`config.mk`:
```
export PLATFORM = sky130hd
export DESIGN_NAME = seq_scan_ctrl
export DESIGN_NICKNAME = d
export VERILOG_FILES = /design/src/rtl/seq_scan_pkg.sv /design/src/rtl/seq_scan_ctrl_pattern_match.sv /design/src/rtl/seq_scan_ctrl.sv
export SDC_FILE = /design/constraint.sdc
export NUM_CORES = 1
export LEC_CHECK = 0
export ABC_AREA = 1
export BUFFER_PORTS_ARGS = -buffer_cell sky130_fd_sc_hd__buf_4
export CAP_MARGIN = 10
export CELL_PAD_IN_SITES_DETAIL_PLACEMENT = 2
export CELL_PAD_IN_SITES_GLOBAL_PLACEMENT = 2
export CORE_AREA = 3 3 82 84
export CTS_CLUSTER_SIZE = 8
export DETAILED_ROUTE_END_ITERATION = 16
export DIE_AREA = 0 0 85 87
export PLACE_DENSITY = 0.93
export SLEW_MARGIN = 30
export SYNTH_ARGS = -nofsm -noshare
export SYNTH_HDL_FRONTEND = slang
export SYNTH_SLANG_ARGS = --single-unit
```
`constraint.sdc`:
```
create_clock -name clock -period 2.12 [get_ports clock]
set_input_delay 0.106 -clock clock [delete_from_list [all_inputs] [get_ports clock]]
set_output_delay 0.106 -clock clock [all_outputs]
set_load 0.02 [all_outputs]
```
`src/rtl/seq_scan_pkg.sv`:
```
// Shared definitions for the serial scan controller: the FSM state
// encoding and a width helper for counters sized from a maximum value.
package seq_scan_pkg;

    typedef enum logic [1:0] {
        IDLE  = 2'b00,
        SHIFT = 2'b01,
        DONE  = 2'b10
    } scan_state_t;

    // Bits needed to hold any value in 0..max_value (at least one bit).
    function automatic int count_width(input int max_value);
        if (max_value < 1) begin
            return 1;
        end
        return $clog2(max_value + 1);
    endfunction

endpackage

```
`src/rtl/seq_scan_ctrl_pattern_match.sv`:
```
// Combinational pattern matcher: the newest bit plus the PAT_W-1 bits of
// history form the candidate window. A hit is only reported once enough
// fresh bits have been seen since the window was last cleared.
module pattern_match #(
    parameter int PAT_W  = 4,
    parameter int FILL_W = 2
) (
    input  logic [PAT_W-2:0]  history,
    input  logic [FILL_W-1:0] fill,
    input  logic              bit_in,
    input  logic [PAT_W-1:0]  pattern,
    output logic              hit
);

    localparam logic [FILL_W-1:0] FILL_FULL = FILL_W'(PAT_W - 1);

    // Window compare, qualified by a full history.
    always_comb begin
        hit = (fill == FILL_FULL) && ({history, bit_in} == pattern);
    end

endmodule

```
`src/rtl/seq_scan_ctrl.sv`:
```
// Self-timed scan controller: captures a word on start, presents it MSB
// first one bit per clock, runs each bit through the pattern matcher and
// keeps the match count and the position of the first match.
module seq_scan_ctrl
    import seq_scan_pkg::*;
#(
    parameter int DATA_W = 16,
    parameter int PAT_W  = 4,
    parameter int CNT_W  = count_width(DATA_W)
) (
    input  logic              clock,
    input  logic              reset,
    input  logic              start,
    input  logic [DATA_W-1:0] data_in,
    input  logic [PAT_W-1:0]  pattern,
    input  logic              overlap,
    output logic              busy,
    output logic              bit_out,
    output logic              bit_valid,
    output logic              match,
    output logic              done,
    output logic              found,
    output logic [CNT_W-1:0]  match_count,
    output logic [CNT_W-1:0]  first_pos
);

    localparam int HIST_W = PAT_W - 1;
    localparam int FILL_W = count_width(PAT_W - 1);
    localparam logic [FILL_W-1:0] FILL_FULL = FILL_W'(PAT_W - 1);
    localparam logic [CNT_W-1:0]  LAST_IDX  = CNT_W'(DATA_W - 1);

    generate
        if (PAT_W < 2 || PAT_W > DATA_W) begin : g_bad_pat_w
            $error("seq_scan_ctrl: PAT_W must be in 2..DATA_W");
        end
    endgenerate

    scan_state_t state;
    scan_state_t state_next;

    logic [DATA_W-1:0] shift_reg;
    logic [PAT_W-1:0]  pat_reg;
    logic              ovl_reg;
    logic [HIST_W-1:0] history;
    logic [FILL_W-1:0] fill;
    logic [CNT_W-1:0]  idx;
    logic              hit;
    logic              shifting;
    logic              accept;

    assign shifting = (state == SHIFT);
    assign accept   = (state == IDLE) && start;

    pattern_match #(
        .PAT_W  (PAT_W),
        .FILL_W (FILL_W)
    ) u_match (
        .history (history),
        .fill    (fill),
        .bit_in  (shift_reg[DATA_W-1]),
        .pattern (pat_reg),
        .hit     (hit)
    );

    // State register.
    always_ff @(posedge clock or negedge reset) begin
        if (!reset) begin
            state <= IDLE;
        end else begin
            state <= state_next;
        end
    end

    // Next-state logic: a scan runs for exactly DATA_W bits, then one DONE cycle.
    always_comb begin
        state_next = state;
        case (state)
            IDLE:    if (start) state_next = SHIFT;
            SHIFT:   if (idx == LAST_IDX) state_next = DONE;
            DONE:    state_next = IDLE;
            default: state_next = IDLE;
        endcase
    end

    // Output decode from the current state.
    always_comb begin
        busy      = shifting;
        bit_valid = shifting;
        bit_out   = shifting & shift_reg[DATA_W-1];
        done      = (state == DONE);
    end

    // Datapath: capture on accept, shift and match while scanning, hold results otherwise.
    always_ff @(posedge clock or negedge reset) begin
        if (!reset) begin
            shift_reg   <= '0;
            pat_reg     <= '0;
            ovl_reg     <= 1'b0;
            history     <= '0;
            fill        <= '0;
            idx         <= '0;
            match       <= 1'b0;
            found       <= 1'b0;
            match_count <= '0;
            first_pos   <= '0;
        end else begin
            match <= 1'b0;
            if (accept) begin
                shift_reg   <= data_in;
                pat_reg     <= pattern;
                ovl_reg     <= overlap;
                history     <= '0;
                fill        <= '0;
                idx         <= '0;
                found       <= 1'b0;
                match_count <= '0;
                first_pos   <= '0;
            end else if (shifting) begin
                shift_reg <= shift_reg << 1;
                idx       <= idx + CNT_W'(1);
                if (hit && !ovl_reg) begin
                    history <= '0;
                    fill    <= '0;
                end else begin
                    history <= HIST_W'({history, shift_reg[DATA_W-1]});
                    if (fill != FILL_FULL) begin
                        fill <= fill + FILL_W'(1);
                    end
                end
                if (hit) begin
                    match       <= 1'b1;
                    match_count <= match_count + CNT_W'(1);
                    if (!found) begin
                        found     <= 1'b1;
                        first_pos <= idx;
                    end
                end
            end
        end
    end

endmodule

```
==> impl_metrics.toml <==
[synth]
yosysTopAreaCell = "dfrtp_1"
synth-main-ff-cell = "dfrtp_1"
seq_area_frac_synth_pct = 53.57
synth-async-reset-ratio_pct = 100.0
yosysMostFrequentCell = "nand2_1"
synthCells = 233
syn_area_sq_um = 2102
yosysUniqueCellTypes = 28
synthTopCellsByArea = "dfrtp_1 (54%), nand2_1 (13%), inv_1 (5.5%)"
synth_seq_cells = 45
synth_top_area_share_pct = 53.57
yosysWarnings = 0
synth_common_cells = "nand2_1 (70), dfrtp_1 (45), inv_1 (31)"
synth_fp_nets = 261
syn_area_per_cell_sq_um = 9.022
synth_edf_count = 0

[floorplanning]
core-area_sq_um = 5991
die-area_sq_um = 7395
die_w_microns = 85
die_height_microns = 87
start_util_pct = 35.09
row_count = 28
io_pins = 40

[setup_path]
critPathRequiredTime_ns = 2.01
crit_arrival_ns = 1.66
timing.rr.start = "state[0]$_DFFE_PN0P_"
path_max_fanout = 21
end_kind = "primary output"
critPathLaunchType = "register"
crit_buf_inv = 3
max_stage_delay_ns = 0.42
crit_start = "state[0]$_DFFE_PN0P_"
cp_top_family = "buffers and inverters"
path_common_cell = "buf_4"
crit_type = "register to primary output"
path_cells = "nand2_4 -> buf_4 -> clkinv_1 -> buf_4"
cp_slowest_cell = "dfrtp_1"

[placement]
dp_cells = 341
portBuffers = 39
routabilityCongestion = 0.7310
hpwl_microns = 3917
postPlaceCellArea_sq_um = 2447

[global_route]
overflow = 0
grt_pass1_wl_microns = 9639
grt_max_degree = 46
grt_usage_pct = 16.78
first_global_vias = 1920
antenna_found_initial = 0

[layout]
multi_input_area_sq_um = 785.8
stdcell_area_sq_um = 2559
fillers = 663
stdcell_count = 350
area_growth_syn_to_layout_pct = 21.73
ff_latch_area_sq_um = 1126
nets = 302
drive_gt1_share_pct = 22.91
antennaDiodeCount = 0
largest_register_ffs = 16

[timing]
final-hold-violation-count = 0
grt_setup_unrepaired = "false"
fmax_ghz = 0.5667
setup_viol = 0
fin_setup_tns_ns = 0
whs_ns = 0.01017
finalMaxSlewViolations = 0
fin_crit_sh_pct = 83.24
worstMarginPinSlew_ns = 0.5798
slew_headroom_pct = 61.34
clock_skew_ns = 0.007607
post-route-min-period_ns = 1.765

[drt]
drtIter0Drc = 56
wl_per_cell_microns = 15.65
vias = 1711
drt-total-wl_microns = 5477
firstDrtPassIters = 3
final_antenna_net_count = 0
route.detailed.drc = 0
vias_per_cell = 4.889

[clocking]
cts_sinks = 45
cts_hold_buf = 1
cts_root_buf = "clkbuf_8"
clk_pin_slew_worst_paths_ns = 0.09
cts_buffers = 5
cts-resized-gates = 0
post-cts-setup-buffer-count = 0
clk_path_buf_depth = 2
htreeDepth = 2
clkLatencyLatePin_ns = 0.31
cts_tree = "done"

[min_path]
hold_path_startpoint = "data_in[14]"
worst_hold_path_type = "input port to register"

[pwr]
peakVddDrop_mv = 0.4373
p_leak_uw = 0.001284
power_density_nw_per_um2 = 1408
power_uw = 3601

[run_status]
outcome = "completed"

[job]
maxCapViolCount = 0
## cells in the final DEF (no fill, tap or decap), types with 4 or more instances in the layout
master	netlist	layout
o21ai_1	5	5
ha_1	4	4
o221ai_1	9	9
o21ai_0	12	12
o211ai_1	6	6
nand3_1	6	6
nand2_1	70	70
inv_1	31	31
dfrtp_1	45	45
buf_4	4	41
nor2_1	11	11
clkbuf_8	0	7
## where the power goes
| group | switching [uW] | leakage (uW) | internal (uW) |
|---|---|---|---|
| Clock | 300 | 0.0000542 | 295 |
| Combinational | 1020 | 0.000659 | 569 |
| Sequential | 208 | 0.000570 | 1210 |
| Total | 1530 | 0.00128 | 2070 |
## routing by layer
| layer | vias up | global-route usage, % | wire, microns |
|---|---|---|---|
| met3 | 8 | 2.271 | 156 |
| met1 | 851 | 21.06 | 2399 |
| met5 | - | 0 | 0 |
| met4 | 0 | 6.906 | 106 |
| li1 | 824 | - | - |
| met2 | 28 | 29.10 | 2814 |
## cell type report
type,count,area share (%)
multi-input cells,145,30.71
inverters,35,5.232
clock buffers,7,3.765
flip-flops and latches,45,44.01
well taps,75,3.667
clock inverters,1,0.1956
repair buffers,42,12.42
## kinds of logic (layout without fill, tap and decap cells)
family | count (synthesis) | after routing | synth area share (%)
DFF | 45 | 45 | 53.57
AOI/OAI and AO/OA | 37 | 37 | 11.49
xor gates and xnor gates | 3 | 3 | 1.250
buffers and inverters | 43 | 85 | 9.048
adders and majority gates | 4 | 4 | 2.381
and+or+nand+nor | 101 | 101 | 22.26
## per-stage QoR
stage	utilization, %	setup slack (ns)
6_report	42.71	0.3554
5_1_grt	42.71	0.2317
4_1_cts	42.71	0.3435
3_5_place_dp	40.85	0.4525
3_3_place_gp	40.85	0.5785
2_1_floorplan	-	0.8439
## worst paths after layout
check                                            end  slack (ns)  cells after the start
hold / removal             shift_reg[14]$_DFFE_PN0P_        0.01                      3
hold reg to reg             first_pos[0]$_DFFE_PN0P_        0.51                      2
setup reg to reg            shift_reg[4]$_DFFE_PN0P_        0.49                      5
max in group asynchronous       state[1]$_DFFE_PN0P_        1.37                      2
setup / recovery                                busy        0.36                      4
min in group asynchronous  shift_reg[14]$_DFFE_PN0P_        0.37                      2
## worst reg2reg max path, stage by stage (launching register included)
cell	delay, ns
dfrtp_1	0.42
nand2_4	0.08
nand3_2	0.23
nand2_2	0.38
buf_4	0.24
o221ai_1	0.14
No activity file was read; power rests on OpenSTA's default activity.
